<file path="src/rtl/vga_timing_gen.sv">
// VGA raster timing generator: pixel/line counters with registered sync, blank and frame-start decode.
// Optional frame counter enabled by defining VGA_FRAME_COUNT_EN; otherwise frame_count is tied to 0.
module vga_timing_gen #(
   parameter int H_VISIBLE = 640,
   parameter int H_FRONT   = 16,
   parameter int H_SYNC    = 96,
   parameter int H_BACK    = 48,
   parameter int V_VISIBLE = 480,
   parameter int V_FRONT   = 10,
   parameter int V_SYNC    = 2,
   parameter int V_BACK    = 33
) (
   input  logic       vga_clk,
   input  logic       reset_n,
   output logic [9:0] DrawX,
   output logic [9:0] DrawY,
   output logic       hs,
   output logic       vs,
   output logic       blank,
   output logic       frame_start,
   output logic [7:0] frame_count
);

   localparam int H_TOTAL = H_VISIBLE + H_FRONT + H_SYNC + H_BACK;
   localparam int V_TOTAL = V_VISIBLE + V_FRONT + V_SYNC + V_BACK;

   localparam logic [9:0] H_LAST     = 10'(H_TOTAL - 1);
   localparam logic [9:0] V_LAST     = 10'(V_TOTAL - 1);
   localparam logic [9:0] H_VIS_END  = 10'(H_VISIBLE);
   localparam logic [9:0] V_VIS_END  = 10'(V_VISIBLE);
   localparam logic [9:0] HS_START   = 10'(H_VISIBLE + H_FRONT);
   localparam logic [9:0] HS_END     = 10'(H_VISIBLE + H_FRONT + H_SYNC);
   localparam logic [9:0] VS_START   = 10'(V_VISIBLE + V_FRONT);
   localparam logic [9:0] VS_END     = 10'(V_VISIBLE + V_FRONT + V_SYNC);

   logic [9:0] hCount_q, hCount_d;
   logic [9:0] vCount_q, vCount_d;
   logic       hs_q, hs_d;
   logic       vs_q, vs_d;
   logic       blank_q, blank_d;
   logic       frameStart_q, frameStart_d;

   // Outputs are decoded from the *next* counter values so that every registered
   // output lines up with the counter value it belongs to in the same cycle.
   always_comb begin
      hCount_d     = hCount_q + 10'd1;
      vCount_d     = vCount_q;
      if (hCount_q == H_LAST) begin
         hCount_d = 10'd0;
         vCount_d = (vCount_q == V_LAST) ? 10'd0 : vCount_q + 10'd1;
      end
      hs_d         = !((hCount_d >= HS_START) && (hCount_d < HS_END));
      vs_d         = !((vCount_d >= VS_START) && (vCount_d < VS_END));
      blank_d      = (hCount_d < H_VIS_END) && (vCount_d < V_VIS_END);
      frameStart_d = (hCount_d == 10'd0) && (vCount_d == 10'd0);
   end

   // Reset parks the raster on the last pixel of the frame so the first edge lands on (0,0).
   always_ff @(posedge vga_clk or negedge reset_n) begin
      if (!reset_n) begin
         hCount_q     <= H_LAST;
         vCount_q     <= V_LAST;
         hs_q         <= 1'b1;
         vs_q         <= 1'b1;
         blank_q      <= 1'b0;
         frameStart_q <= 1'b0;
      end else begin
         hCount_q     <= hCount_d;
         vCount_q     <= vCount_d;
         hs_q         <= hs_d;
         vs_q         <= vs_d;
         blank_q      <= blank_d;
         frameStart_q <= frameStart_d;
      end
   end

`ifdef VGA_FRAME_COUNT_EN
   logic [7:0] frameCount_q, frameCount_d;

   always_comb begin
      frameCount_d = frameCount_q;
      if (frameStart_q) frameCount_d = frameCount_q + 8'd1;
   end

   always_ff @(posedge vga_clk or negedge reset_n) begin
      if (!reset_n) frameCount_q <= 8'd0;
      else          frameCount_q <= frameCount_d;
   end

   assign frame_count = frameCount_q;
`else
   assign frame_count = 8'd0;
`endif

   assign DrawX       = hCount_q;
   assign DrawY       = vCount_q;
   assign hs          = hs_q;
   assign vs          = vs_q;
   assign blank       = blank_q;
   assign frame_start = frameStart_q;

endmodule
</file>
<file path="config.mk">
export PLATFORM = sky130hd
export DESIGN_NAME = vga_timing_gen
export DESIGN_NICKNAME = d
export VERILOG_FILES = /design/src/rtl/vga_timing_gen.sv
export SDC_FILE = /design/constraint.sdc
export NUM_CORES = 1
export LEC_CHECK = 0
export CAP_MARGIN = 20
export CELL_PAD_IN_SITES_DETAIL_PLACEMENT = 1
export CELL_PAD_IN_SITES_GLOBAL_PLACEMENT = 2
export CORE_MARGIN = 2
export CORE_UTILIZATION = 30
export CTS_CLUSTER_SIZE = 16
export DETAILED_ROUTE_END_ITERATION = 7
export PLACE_DENSITY_LB_ADDON = 0.1
export SETUP_SLACK_MARGIN = 0.15
export SLEW_MARGIN = 20
export SYNTH_ARGS = -nofsm -noshare
export SYNTH_HDL_FRONTEND = slang
export SYNTH_SLANG_ARGS = --single-unit
export TNS_END_PERCENT = 1
</file>
<file path="constraint.sdc">
create_clock -name vga_clk -period 3.1 [get_ports vga_clk]
set_clock_uncertainty 0.1 [all_clocks]
set_input_delay 0.775 -clock vga_clk [delete_from_list [all_inputs] [get_ports vga_clk]]
set_output_delay 0.775 -clock vga_clk [all_outputs]
set_load 0.05 [all_outputs]
</file>
; ---- Yosys cells after proc, flatten, opt, wreduce, memory -nomap -nowiden
; Cells that the tools add are included.
[totals]
in_bits = 2
wordCells = 27
register_bits = 24
output_inout_bits = 32
[op_classes]
muxes = 3
n_addsub = 2
magnitude_cmp = 6
n_eq_ne = 2
reduce_logical = 8
[op_table]
columns = cell, n
row1 = $mux 10, 3
row2 = $add 10x1->10 const B, 2
row3 = $eq 10x10->1 const B, 2
row4 = $logic_not 10->1, 2
row5 = $lt 10x10->1 const B, 2
row6 = $lt 10x9->1 const B, 2
row7 = $ge 10x10->1 const B, 1
row8 = $ge 10x9->1 const B, 1
row9 = $logic_and 1x1->1, 4
row10 = $logic_not 1->1, 2

; ---- Logic depth before layout (Yosys ltp)
[logic_depth]
ltp_word = 6
ltp_mapped = 8
mapped_depth_nobuf = 8

; ---- Worst setup path after synthesis
; Ideal clock, no wire load.
[synth_path]
kind = register -> register
startpoint = register vCount_q[1], in the netlist DrawY[1]
endpoint = register frameStart_q, in the netlist frame_start
setup_slack_ns = 0.310
period_less_slack_ns = 2.790
required_time_ns = 2.920
t_arrival_ns = 2.610
stages_incl_launch_ff = 9
setup_time_ns = 0.080
path_buffers = 0
path_cell_list = dfrtp_1 > inv_1 > ha_1 > or4b_4 > nor4_4 > or2b_2 > o22ai_2 > or4_4 > nor3_2
[synth_between]
elab_chain_len = 5
elab_cells_between_ends = 6
[synth_rtl]
columns = element, line
row1 = "start, declared", 37  ; logic [9:0] vCount_q, vCount_d;
row2 = "start signal, assigned", 69  ; vCount_q <= vCount_d;
row3 = $add 10x1->10 / $eq 10x10->1 (equally long branches), 50  ; vCount_d = (vCount_q == V_LAST) ? 10'd0 : vCount_q + 10'd1;
row4 = $mux 10, 50
row5 = $mux 10 (*), 48  ; if (hCount_q == H_LAST) begin
row6 = via vCount_d[1], 37
row7 = $logic_not 10->1 (*), 55  ; frameStart_d = (hCount_d == 10'd0) && (vCount_d == 10'd0);
row8 = $logic_and 1x1->1 (*), 55
row9 = via frameStart_d, 41  ; logic frameStart_q, frameStart_d;
row10 = "end signal, assigned", 73  ; frameStart_q <= frameStart_d;
row11 = "end, declared", 41
; Mark *: on every way through the listed nets, which the timed path passes. The rest lies on a longest branch.

; ---- Worst setup path in the final report
[layout_path]
startpoint = register vCount_q[0], in the netlist DrawY[0]
endpoint = register frameStart_q, in the netlist frame_start
[layout_between]
elab_chain_len = 5
elab_cells_between_ends = 6
[layout_rtl]
columns = element, line
row1 = $add 10x1->10 / $eq 10x10->1 (equally long branches), 50
row2 = $mux 10 (*), 50
row3 = $mux 10 (*), 48
row4 = via vCount_d[1], 37
row5 = $logic_not 10->1 (*), 55
row6 = $logic_and 1x1->1 (*), 55
row7 = via frameStart_d, 41
; Marked as above.

==> impl_metrics.prom <==
# TYPE chip_impl_metric gauge
chip_impl_metric{name="synth_cells",unit=""} 155
chip_impl_metric{name="ios",unit=""} 34
chip_impl_metric{name="grt_antenna_before_repair",unit=""} 0
chip_impl_metric{name="report.final.slew_viol_count",unit=""} 0
chip_impl_metric{name="die_h",unit="um"} 73.5
chip_impl_info{name="tritoncts_clock_tree",value="yes"} 1
chip_impl_metric{name="grt-ovfl-total",unit=""} 0
chip_impl_metric{name="synth_top_area_share",unit=""} 0.218
chip_impl_metric{name="wl_per_cell",unit="um"} 16.2
chip_impl_metric{name="yosysSeqAreaShare",unit=""} 0.425
chip_impl_metric{name="placeableCoreArea",unit="sq um"} 4690
chip_impl_metric{name="synthesis.area",unit="sq um"} 1450
chip_impl_metric{name="synth.avg_cell_area",unit="sq um"} 9.35
chip_impl_metric{name="number_of_global_route_vias_before_repair",unit=""} 1277
chip_impl_metric{name="worst_ir_drop_vdd",unit="mV"} 0.193
chip_impl_metric{name="routed-via-count",unit=""} 1194
chip_impl_metric{name="ys_types",unit=""} 43
chip_impl_metric{name="finish.net_count",unit=""} 186
chip_impl_metric{name="initial_core_util",unit=""} 0.309
chip_impl_metric{name="setup_viol",unit=""} 0
chip_impl_metric{name="grt_max_degree",unit=""} 25
chip_impl_metric{name="cts_num_sinks",unit=""} 24
chip_impl_info{name="rsz0062_at_grt",value="no"} 1
chip_impl_metric{name="number_of_enable_type_register_cells_in_the_synthesized_netlist",unit=""} 0
chip_impl_info{name="endpoint_kind",value="flip-flop"} 1
chip_impl_info{name="result_of_the_run",value="finished clean"} 1
chip_impl_metric{name="dieWidth",unit="um"} 73.5
chip_impl_metric{name="timing.fmax",unit="GHz"} 0.367
chip_impl_metric{name="clock_latency",unit="ns"} 0.27
chip_impl_info{name="timing.setup.critical_path_class",value="reg2reg"} 1
chip_impl_metric{name="async_flop_share",unit=""} 1.00
chip_impl_metric{name="critical_path_peak_fanout",unit=""} 8
chip_impl_info{name="holdCritPathClass",value="reg2reg"} 1
chip_impl_metric{name="max-cap-violations",unit=""} 0
chip_impl_metric{name="critPathArrivalTime",unit="ns"} 2.82
chip_impl_metric{name="drc",unit=""} 0
chip_impl_metric{name="area_of_the_die",unit="sq um"} 5400
chip_impl_metric{name="clkTransAtPathRegs",unit="ns"} 0.09
chip_impl_info{name="root_buffer",value="clkbuf_8"} 1
chip_impl_metric{name="ys.warnings.count",unit=""} 0
chip_impl_metric{name="min_period",unit="ns"} 2.72
chip_impl_metric{name="remaining_number_of_nets_flagged_by_the_antenna_check_after_routing",unit=""} 0
chip_impl_metric{name="cts_htree_levels",unit=""} 1
chip_impl_metric{name="diodes",unit=""} 0
chip_impl_metric{name="detail_route.vias_per_cell",unit=""} 5.10
chip_impl_metric{name="proportion_of_layout_cells_with_a_drive_suffix_above_1",unit=""} 0.150
chip_impl_metric{name="cp.required",unit="ns"} 3.20
chip_impl_info{name="startpoint_type",value="flip-flop"} 1
chip_impl_metric{name="finalHoldViolCount",unit=""} 0
chip_impl_info{name="synth_flop_cell",value="dfstp_2"} 1
chip_impl_metric{name="grt_first_pass_wirelength",unit="um"} 6400
chip_impl_metric{name="cts-resized-gates",unit=""} 0
chip_impl_metric{name="cts-buffers-inserted",unit=""} 3
chip_impl_metric{name="ys_seq_elements",unit=""} 24
chip_impl_metric{name="drc_violation_total_after_the_first_tritonroute_iteration",unit=""} 42
chip_impl_metric{name="clock_tree.buffer_depth",unit=""} 2
chip_impl_metric{name="timing.setup.tns",unit="ns"} 0
chip_impl_metric{name="max_slew_margin",unit=""} 0.663
chip_impl_metric{name="ctsHoldBuffers",unit=""} 0
chip_impl_metric{name="dpl.hpwl",unit="um"} 2870
chip_impl_metric{name="io_buffer_count",unit=""} 25
chip_impl_metric{name="timing_worst_slew_pin_value",unit="ns"} 0.504
chip_impl_metric{name="finalWeightedCongestion",unit=""} 0.755
chip_impl_metric{name="placementRows",unit=""} 25
chip_impl_metric{name="power.density_cell_area",unit="nW/um^2"} 345
chip_impl_metric{name="final_util",unit=""} 0.385
chip_impl_metric{name="firstDrtPassIters",unit=""} 3
chip_impl_metric{name="p_leak",unit="nW"} 0.753
chip_impl_info{name="post_synth_main_area_contributors",value="dfstp_2 22%, dfrtp_1 21%, xnor2_1 4.2%"} 1
chip_impl_metric{name="aggregate_routed_wire_length",unit="um"} 3790
chip_impl_metric{name="gr-usage-all-layers",unit=""} 0.157
chip_impl_metric{name="area_growth",unit="%"} 24.7
chip_impl_info{name="post-synth-top-area-cell",value="dfstp_2"} 1
chip_impl_metric{name="period_share",unit=""} 0.878
-- area by class of cell --
type | count | area [sq um]
Fill cell | 544 | 2890
Multi-Input combinational cell | 113 | 734
Sequential cell | 24 | 616
Timing Repair Buffer | 29 | 280
Tap cell | 54 | 67.6
Clock buffer | 3 | 41.3
Inverter | 10 | 37.5
Clock inverter | 1 | 30.0
-- final timing paths --
kind                           from          end  slack, ns  depth (start not counted)
max                        DrawY[0]  frame_start       0.38                          8
min                        DrawX[0]     DrawX[0]       0.43                          1
max reg2reg                DrawY[0]  frame_start       0.38                          8
min reg2reg                DrawX[0]     DrawX[0]       0.43                          1
max in group asynchronous   reset_n     DrawX[4]       1.83                          2
min in group asynchronous   reset_n     DrawY[1]       0.77                          2
-- layer usage --
layer / part of all wire / GRT usage / vias to the layer above
li1: - / - / 579
met2: 0.52 / 0.276 / 19
met5: 0 / 0 / -
met3: 0.028 / 0.0370 / 4
met4: 0.012 / 0.0404 / 0
met1: 0.44 / 0.191 / 592
-- repair_timing --
item                       CTS  global route
hold endpoints to repair     0             0
setup endpoints to repair    0             1
setup buffers                0             0
-- flip-flops by register name, indices dropped and copies added (netlist names) --
name and flops:
blank 1, frame_start 1, vs 1, DrawY 10, DrawX 10, hs 1
-- worst max-delay path, stage by stage (launching register included) --
cell	delay, ns
dfrtp_1	0.46
inv_1	0.09
ha_1	0.14
or4b_4	0.48
nor4_4	0.36
or2b_2	0.22
o22ai_2	0.10
or4_4	0.53
nor3_2	0.17
-- power by group --
part           total, mW  internal [mW]  switching [mW]
Clock              0.279          0.173           0.107
Sequential         0.314          0.314               0
Combinational     0.0296        0.00193          0.0276
-- cells by family (layout without fill, tap and decap cells) --
| group | count (synthesis) | after routing | share of synthesized area |
|---|---|---|---|
| AOI/OAI and AO/OA | 21 | 21 | 0.0941 |
| xor gates and xnor gates | 14 | 14 | 0.0846 |
| adders and majority gates | 3 | 3 | 0.0259 |
| buffers and inverters | 25 | 43 | 0.0864 |
| DFF | 24 | 24 | 0.425 |
| muxes | 2 | 2 | 0.0138 |
| other | 1 | 8 | 0.00259 |
| and+or+nand+nor | 65 | 65 | 0.268 |
-- cell usage in the layout (no fill, tap or decap), types with 3 or more instances in the layout --
master and instances:
and3_1 5, nor2_1 8, inv_1 10, xor2_1 7, dfstp_2 12, xnor2_1 7
dfrtp_1 12, and4_1 3, clkbuf_8 3, clkdlybuf4s50_1 25, nand2_1 13, ha_1 3
nand4_1 9, nor3_1 5, nand3_1 6, conb_1 8, o21ai_0 8, buf_4 4
-- cell usage after synthesis (all sizes together) (5+ instances only) --
library cell	instances
dfstp	12
xor2	7
nand2	13
nor2	8
inv	10
xnor2	7
nand4	9
nand3	6
buf	9
o21ai	8
clkbuf	6
dfrtp	12
nor3	6
and3	5
-- stage by stage --
stage	area (sq um)	hold slack, ns	total power [mW]	std cells	setup slack [ns]
after global placement	1740	0.408	0.349	230	0.335
after global routing	1810	0.485	0.652	234	0.203
after detailed placement	1740	0.419	0.349	230	0.310
after floorplan	1480	0.379	0.348	162	0.310
after CTS	1810	0.439	0.634	234	0.284
final	1810	0.433	0.623	234	0.379
Power figures use the tool's default switching activity.
